<file path="src/rtl/rr_arbiter_pkg.sv">
// Shared types and helpers for the round-robin arbiter/mux.
package rr_arbiter_pkg;

    typedef enum logic {
        ARB_FIXED = 1'b0,
        ARB_RR    = 1'b1
    } arb_mode_e;

    // Bit 'pos' of the one-hot code for index 'idx'.
    function automatic logic onehot_bit(input int idx, input int pos);
        return (idx == pos);
    endfunction

endpackage

</file>
<file path="src/rtl/rr_arbiter_mux_pick.sv">
// Combinational winner selection: rotate by the start pointer, take the lowest set bit, un-rotate.
module rr_pick
    import rr_arbiter_pkg::*;
#(
    parameter int N_CH = 4,
    parameter int IDX_W = (N_CH > 1) ? $clog2(N_CH) : 1
) (
    input  logic [N_CH-1:0]  req,
    input  logic [IDX_W-1:0] ptr,
    input  arb_mode_e        mode,
    output logic             found,
    output logic [IDX_W-1:0] winner
);

    logic [N_CH-1:0]  rot;
    logic [IDX_W-1:0] src;
    int               start;
    int               off;

    always_comb begin
        start  = (mode == ARB_RR) ? int'(ptr) : 0;
        rot    = '0;
        src    = '0;
        found  = 1'b0;
        off    = 0;
        for (int i = 0; i < N_CH; i++) begin
            src    = IDX_W'((i + start) % N_CH);
            rot[i] = req[src];
        end
        // Descending scan so the lowest set position is the last one written.
        for (int i = N_CH - 1; i >= 0; i--) begin
            if (rot[i]) begin
                found = 1'b1;
                off   = i;
            end
        end
        winner = IDX_W'((off + start) % N_CH);
    end

endmodule

</file>
<file path="src/rtl/rr_arbiter_mux.sv">
// N-channel valid/ready arbiter feeding one registered output carrying data, binary index and one-hot grant.
module rr_arbiter_mux
    import rr_arbiter_pkg::*;
#(
    parameter  int N_CH   = 4,
    parameter  int DATA_W = 8,
    localparam int IDX_W  = (N_CH > 1) ? $clog2(N_CH) : 1
) (
    input  logic                   clk,
    input  logic                   rst_n,
    input  logic                   mode,
    input  logic [N_CH-1:0]        req_valid,
    input  logic [N_CH*DATA_W-1:0] req_data,
    output logic [N_CH-1:0]        req_ready,
    output logic                   out_valid,
    input  logic                   out_ready,
    output logic [DATA_W-1:0]      out_data,
    output logic [IDX_W-1:0]       out_idx,
    output logic [N_CH-1:0]        out_onehot
);

    logic [IDX_W-1:0]  ptr;
    logic              found;
    logic [IDX_W-1:0]  winner;
    logic              load_en;
    logic              take;
    logic [N_CH-1:0]   win_onehot;
    logic [DATA_W-1:0] win_data;
    logic [IDX_W-1:0]  ptr_next;

    rr_pick #(
        .N_CH  (N_CH),
        .IDX_W (IDX_W)
    ) u_pick (
        .req    (req_valid),
        .ptr    (ptr),
        .mode   (arb_mode_e'(mode)),
        .found  (found),
        .winner (winner)
    );

    assign load_en  = !out_valid || out_ready;
    assign take     = load_en && found;
    assign ptr_next = IDX_W'((int'(winner) + 1) % N_CH);

    always_comb begin
        win_onehot = '0;
        win_data   = '0;
        for (int i = 0; i < N_CH; i++) begin
            win_onehot[i] = onehot_bit(int'(winner), i);
            if (onehot_bit(int'(winner), i)) begin
                win_data = req_data[i*DATA_W +: DATA_W];
            end
        end
    end

    assign req_ready = take ? win_onehot : '0;

    always_ff @(posedge clk or negedge rst_n) begin
        if (!rst_n) begin
            out_valid  <= 1'b0;
            out_data   <= '0;
            out_idx    <= '0;
            out_onehot <= '0;
            ptr        <= '0;
        end else if (take) begin
            out_valid  <= 1'b1;
            out_data   <= win_data;
            out_idx    <= winner;
            out_onehot <= win_onehot;
            if (arb_mode_e'(mode) == ARB_RR) begin
                ptr <= ptr_next;
            end
        end else if (out_ready) begin
            // Drained with nothing pending: payload fields keep their last value.
            out_valid <= 1'b0;
        end
    end

endmodule

</file>
<file path="config.mk">
export PLATFORM = sky130hd
export DESIGN_NAME = rr_arbiter_mux
export DESIGN_NICKNAME = d
export VERILOG_FILES = /design/src/rtl/rr_arbiter_pkg.sv /design/src/rtl/rr_arbiter_mux_pick.sv /design/src/rtl/rr_arbiter_mux.sv
export SDC_FILE = /design/constraint.sdc
export NUM_CORES = 1
export LEC_CHECK = 0
export CELL_PAD_IN_SITES_DETAIL_PLACEMENT = 0
export CELL_PAD_IN_SITES_GLOBAL_PLACEMENT = 2
export CORE_ASPECT_RATIO = 1.75
export CORE_MARGIN = 2
export CORE_UTILIZATION = 21
export DETAILED_ROUTE_END_ITERATION = 10
export PLACE_DENSITY_LB_ADDON = 0.1
export SYNTH_ARGS = -nofsm -noshare
export SYNTH_HDL_FRONTEND = slang
export SYNTH_SLANG_ARGS = --single-unit
export TNS_END_PERCENT = 20
</file>
<file path="constraint.sdc">
create_clock -name clk -period 4.45 [get_ports clk]
set_input_delay 0.6675 -clock clk [delete_from_list [all_inputs] [get_ports clk]]
set_output_delay 0.6675 -clock clk [all_outputs]
set_load 0.005 [all_outputs]
</file>
==> metrics.yaml, run 1 <==
ys_ff_latch: 17
wl_um: 3720
post_cts_buffers: 0
syn_area_um2: 1150
worstHoldEndpoint: "out_onehot[2]"
ys_seq_area_share_pct: 36.9
grt_antenna_before_repair: 0
core_area_um2: 5300
power_density_nw_per_um2: 571
die_w_um: 60.0
reg2reg_depth: 13
holdPathStages: 1
gr-total-overflow: 0
clock-root-buffer: "clkbuf_8"
nets: 236
reg2reg_to: "out_data[0]"
r2r_slack_ns: 0.89
syn_area_per_cell_um2: 8.86
cp.arrival_ns: 3.61
initial_utilization_pct: 21.7
end_kind: "output port"
layout_commonest_cell: "clkdlybuf4s50_1"
grt_use_met1_pct: 12.6
clkSinkCount: 17
holdBufCountCts: 0
r2r_start: "ptr[1]"
grt.busiest_layer: "met2"
critical_path.cell_chain: "clkdlybuf4s50_1, nand2_1, mux4_1, o21ai_0, ha_1, xor2_1, xor2_1, ha_1, and3_2, clkdlybuf4s50_1"
tightest_slew_ns: 0.818
die-area_um2: 6120
layout-drive-gt1-share_pct: 8.42
use_met2_pct: 24.6
cts_tree: "built"
cts_buffer_depth: 2
crit_buf_inv: 2
synth-warning-count: 0
netlist_instances: 130
die_h_um: 102
ios: 59
yosysUniqueCellTypes: 29
cp_max_fo: 4
drcViolationCount: 0
hold_viol: 0
antenna_left: 0
wl_per_cell_um: 14.1
fin_skew_ns: 0.00257
insertion_delay_ns: 0.25
maxCapViolCount: 0
numCtsBuffers: 3
grt_pass1_vias: 1279
path_class: "input pin to output port"
cts_resized: 0
hold_path.class: "register to register"
met3_usage_pct: 3.16
clk_pin_slew_worst_paths_ns: 0.07
htreeDepth: 1
drt_iter0_drc: 18
grt_setup_unrepaired: "false"
port_buffers: 58
syn_to_final_growth_pct: 61.7
critPathLaunchType: "input pin"
grt_max_degree: 19
via_per_inst: 4.51
grt_pass1_wl_um: 6020
outcome: "complete, no violations"
antenna_cells: 0
place_congestion: 0.793
dr.pass1.iters: 4
vdd_drop_max_mv: 0.195
multiInputGateArea_um2: 671
max_slew_margin_pct: 45.3
std_cell_rows: 35
utilization_pct: 35.2
grt_usage_pct: 13.1
post-route-period-util_pct: 96.2
seqCellArea_um2: 425
min_from: "out_onehot[2]"
num_vias: 1190
dp_hpwl_um: 2940
slowest_stage: "mux4_1"
leakage_uw: 0.000777
required_ns: 3.78
final.setup.tns_ns: 0
fill_cells: 554
period_minus_slack_ns: 4.28
maxSlewViolCount: 0
finalSetupViolCount: 0
cp_top_family: "buffers and inverters"
fmax_ghz: 0.234
syn-num-nets: 175
critPathMaxStageDelay_ns: 0.56
layout_common_cells: "clkdlybuf4s50_1 (58), a21oi_1 (19), dfrtp_1 (17)"
[Yosys cell counts]
library cell	n	area share, %
xnor2_1	1	0.76
o21ai_0	3	1.3
nand3b_1	1	0.65
nand2_1	9	2.9
inv_1	3	0.98
nand2b_1	3	1.6
a211oi_1	2	1.3
buf_6	1	0.98
a2111oi_2	1	1.3
ha_1	5	5.4
buf_8	1	1.3
and3_2	4	2.6
and2_4	1	0.76
nand3_1	2	0.87
dfrtp_1	17	37
a21oi_1	19	8.3
a221oi_1	8	6.1
a21o_1	4	2.6
mux2i_1	2	1.7
nor4_1	2	1.1
nor3_1	8	3.5
xor2_1	2	1.5
nand4_1	1	0.54
nor2b_1	9	4.9
nor2_1	13	4.2
clkbuf_1	5	1.6
mux2_2	1	0.98
or4_4	1	0.98
mux4_1	1	2.3
[how the worst max path moves through the flow]
stage               startpoint      endpoint  cells after the start
floorplan                 mode  req_ready[2]                      9
global placement          mode  req_ready[3]                     10
detailed placement        mode  req_ready[2]                     10
CTS                       mode  req_ready[2]                     10
global route              mode  req_ready[2]                     10
finish                    mode  req_ready[2]                     10
[stage by stage]
stage / std cells / cell area (µm²) / hold slack (ns) / power (µW) / worst slack, ns
global placement: 260 / 1820 / 0.464 / 962 / 0.236
detailed placement: 260 / 1820 / 0.464 / 965 / 0.133
floorplan: 130 / 1150 / 0.372 / 652 / 0.905
CTS: 264 / 1860 / 0.481 / 1090 / 0.145
global route: 264 / 1860 / 0.512 / 1170 / 0.000465
finish: 264 / 1860 / 0.474 / 1060 / 0.170
[final cells by class]
class	count	share of cell area, %
Multi-Input combinational cell	103	36.0
Timing Repair Buffer	63	33.2
Sequential cell	17	22.8
Tap cell	74	4.97
Clock buffer	4	2.42
Inverter	3	0.604
[sequential cells by signal (all words and copies together), names as in the netlist]
register and flops:
out_data 8, out_onehot 4, out_idx 2, ptr 2, out_valid 1
[metal layers]
layer,vias up,part of all wire (%)
met5,-,0
met3,7,6.8
met1,551,37
li1,591,-
met2,41,53
met4,0,3.4
[where the power goes]
part / total, µW / switching [µW] / internal [µW]
clock: 114 / 50.6 / 63.4
combinational: 679 / 308 / 371
sequential: 271 / 45.3 / 226
total: 1060 / 404 / 660
[cells by family after synthesis]
group                      synth area share [%]
AOI/OAI and AO/OA                          20.8
xor gates and xnor gates                   2.28
adders and majority gates                  5.43
buffers and inverters                      4.89
DFF                                        36.9
muxes                                      4.99
and+or+nand+nor                            24.6
Note: power is estimated with default switching activity, not from simulation.
==> inputs of run 2 (changes only) <==
CORE_UTILIZATION = 23   (was 21)
GPL_TIMING_DRIVEN = 0   (was unset)
SYNTH_HIERARCHICAL = 1   (was unset)
clock period = 4.72 ns   (was 4.45 ns; I/O delays follow)
==> run 2 against run 1 <==
- clock skew down 0.0019 ns
- cell area up 5.2%
- critical path depth unchanged
- highest routed layer unchanged
- core utilization up 2.1 points
- critical path type unchanged
- routed wire length up 9.3%
- first-iteration DRC count up 130%
- sequential power about the same
- via count up 6.9%
- hold slack better by 0.042 ns
- register-to-register slack better by 0.97 ns
- final cell count down 4.2%
- area after synthesis up 9.1%
==> metrics.yaml, run 2 <==
outcome: "complete, no violations"
ios: 59  # unchanged
syn_to_final_growth_pct: 55.8
num_vias: 1272  # +6.9%
dp_hpwl_um: 3250  # +11%
wl_um: 4060  # +9.3%
antenna_left: 0  # unchanged
cp.arrival_ns: 3.76  # +0.15 ns
grt_setup_unrepaired: "false"
netlist_instances: 137  # +5.4%
holdBufCountCts: 0  # unchanged
end_kind: "output port"
reg2reg_depth: 11  # -2
die-area_um2: 6100  # -0.34%
yosysUniqueCellTypes: 34  # +17%
ys_ff_latch: 17  # unchanged
die_h_um: 102  # -0.18%
insertion_delay_ns: 0.25  # about the same
synth-warning-count: 6  # +6
total_power_uw: 1080  # +1.3%
maxCapViolCount: 0  # unchanged
wl_per_cell_um: 16.0  # +14%
htreeDepth: 1  # unchanged
layout_commonest_cell: "clkdlybuf4s50_1"
path_class: "input pin to output port"
maxSlewViolCount: 0  # unchanged
clk_pin_slew_worst_paths_ns: 0.07  # about the same
clkSinkCount: 17  # unchanged
port_buffers: 58  # unchanged
fmax_ghz: 0.224
numCtsBuffers: 3  # unchanged
fin_skew_ns: 0.000627  # -0.00195 ns
power_density_nw_per_um2: 550  # -3.7%
drcViolationCount: 0  # unchanged
syn-num-nets: 181  # +3.4%
std_cell_rows: 35  # unchanged
grt_pass1_vias: 1392  # +8.8%
via_per_inst: 5.03  # +12%
place_congestion: 0.692  # -13%
grt_antenna_before_repair: 0  # unchanged
nets: 243  # +3.0%
async_flop_share_pct: 100  # unchanged
dr.pass1.iters: 4  # unchanged
grt_usage_pct: 14.3  # +1.2 points
reg.largest.list: "out_data (8), out_onehot (4)"
yosys.area.top_type: "dfrtp_1"
clock-root-buffer: "clkbuf_8"
post-route-period-util_pct: 94.6
holdPathStages: 1  # unchanged
max_slew_margin_pct: 45.3  # about the same
vdd_drop_max_mv: 0.219  # +13%
critPathLaunchType: "input pin"
grt_max_degree: 18  # -1
die_w_um: 59.9  # -0.17%
drt_iter0_drc: 41  # +23
required_ns: 4.01  # +0.23 ns
cts_buffer_depth: 2  # unchanged
hold_path.class: "register to register"
syn_area_per_cell_um2: 9.18  # +3.5%
wl_met1_um: 1370  # -1.2%
largest_register_ffs: 8  # unchanged
maxUsedRoutingLayer: "met4"
layout-drive-gt1-share_pct: 14.1  # +5.7 points
met2_length_um: 2440  # +25%
wl_met3_um: 176  # -31%
layout_common_cells: "clkdlybuf4s50_1 (58), a21oi_1 (17), dfrtp_1 (17)"
synth_commonest_cells: "a21oi_1 (17), dfrtp_1 (17), nand2_1 (12)"
grt_pass1_wl_um: 6500  # +7.9%
synthFlopType: "dfrtp_1"
period_minus_slack_ns: 4.46
utilization_pct: 37.3  # +2.1 points
synthTopCellsByArea: "dfrtp_1 (34%), mux2_2 (7.2%), a21oi_1 (6.8%)"
tightest_slew_ns: 0.818  # -0.000302 ns
antenna_cells: 0  # unchanged
hold_viol: 0  # unchanged
syn_area_um2: 1260  # +9.1%
gr-total-overflow: 0  # unchanged
cts_tree: "built"
leakage_uw: 0.000829  # +6.7%
initial_utilization_pct: 23.9  # +2.2 points
core_area_um2: 5260  # -0.83%
top_register: "out_data"
finalSetupViolCount: 0  # unchanged
cp_max_fo: 10  # +6
ys_seq_area_share_pct: 33.8  # -3.1 points
synth_top_area_share_pct: 33.8  # -3.1 points
synth_enable_flop_cells: 0  # unchanged
[run 2: per-stage QoR]
step | setup WS (ns) | instance area (µm²) | hold WS, ns | setup TNS, ns | std cells
6_report | 0.256 | 1960 | 0.516 | 0 | 253
5_1_grt | 0.0729 | 1960 | 0.535 | 0 | 253
4_1_cts | 0.0762 | 1950 | 0.522 | 0 | 253
3_5_place_dp | -0.0543 | 1910 | 0.504 | -0.0543 | 250
3_3_place_gp | -0.0908 | 1910 | 0.496 | -0.0908 | 250
2_1_floorplan | 1.56 | 1260 | 0.412 | 0 | 137
[run 2: worst max-delay path, cell delays in order]
cell and delay, ns:
clkdlybuf4s50_1 0.52, nand2_1 0.16, mux2_2 0.36, a211oi_1 0.24, mux2i_1 0.10, o21ai_0 0.24
ha_2 0.45, buf_2 0.28, and3_1 0.19, clkdlybuf4s50_1 0.50
[run 2: worst paths after layout]
path | start | to | slack, ns
max in group asynchronous | rst_n | out_idx[0] | 3.29
worst min-delay path | out_idx[1] | out_idx[1] | 0.52
worst min register to register | out_idx[1] | out_idx[1] | 0.52
worst max register to register | ptr[1] | out_data[5] | 1.86
worst max-delay path | mode | req_ready[3] | 0.26
min in group asynchronous | rst_n | out_onehot[1] | 0.92
[run 2: final cells by class]
cell class / count / area (µm²)
clock inverter: 1 / 5.00
fill: 563 / 3300
buffer: 9 / 63.8
tap: 55 / 68.8
sequential: 17 / 425
multi-input combinational: 99 / 733
timing repair buffer: 58 / 581
inverter: 11 / 41.3
clock buffer: 3 / 41.3
[run 2: routing by layer]
metal / up-vias / track usage [%]
met5: - / 0
met4: 0 / 5.64
met3: 5 / 0.886
met2: 46 / 28.3
met1: 605 / 14.7
li1: 616 / -
[run 2: kinds of logic after synthesis]
| group | count (synthesis) | synth area share (%) |
|---|---|---|
| compound gates | 40 | 21.4 |
| simple gates | 39 | 17.6 |
| buf+inv | 21 | 8.66 |
| flops | 17 | 33.8 |
| mux | 14 | 13.1 |
| fa+ha+maj | 4 | 3.98 |
| xor+xnor | 2 | 1.39 |
[run 2: timing repair]
action | 4_1_cts | 5_1_grt
resized for setup | 0 | 2
setup buffers | 0 | 0
endpoints found under the setup margin | 1 | 2
[run 2: power by group]
group	total (µW)	leakage, µW	switching [µW]	internal (µW)
registers	270	0.000201	54.8	215
logic	694	0.000603	299	394
clock network	114	0.0000255	54.8	58.7
total	1080	0.000829	409	669
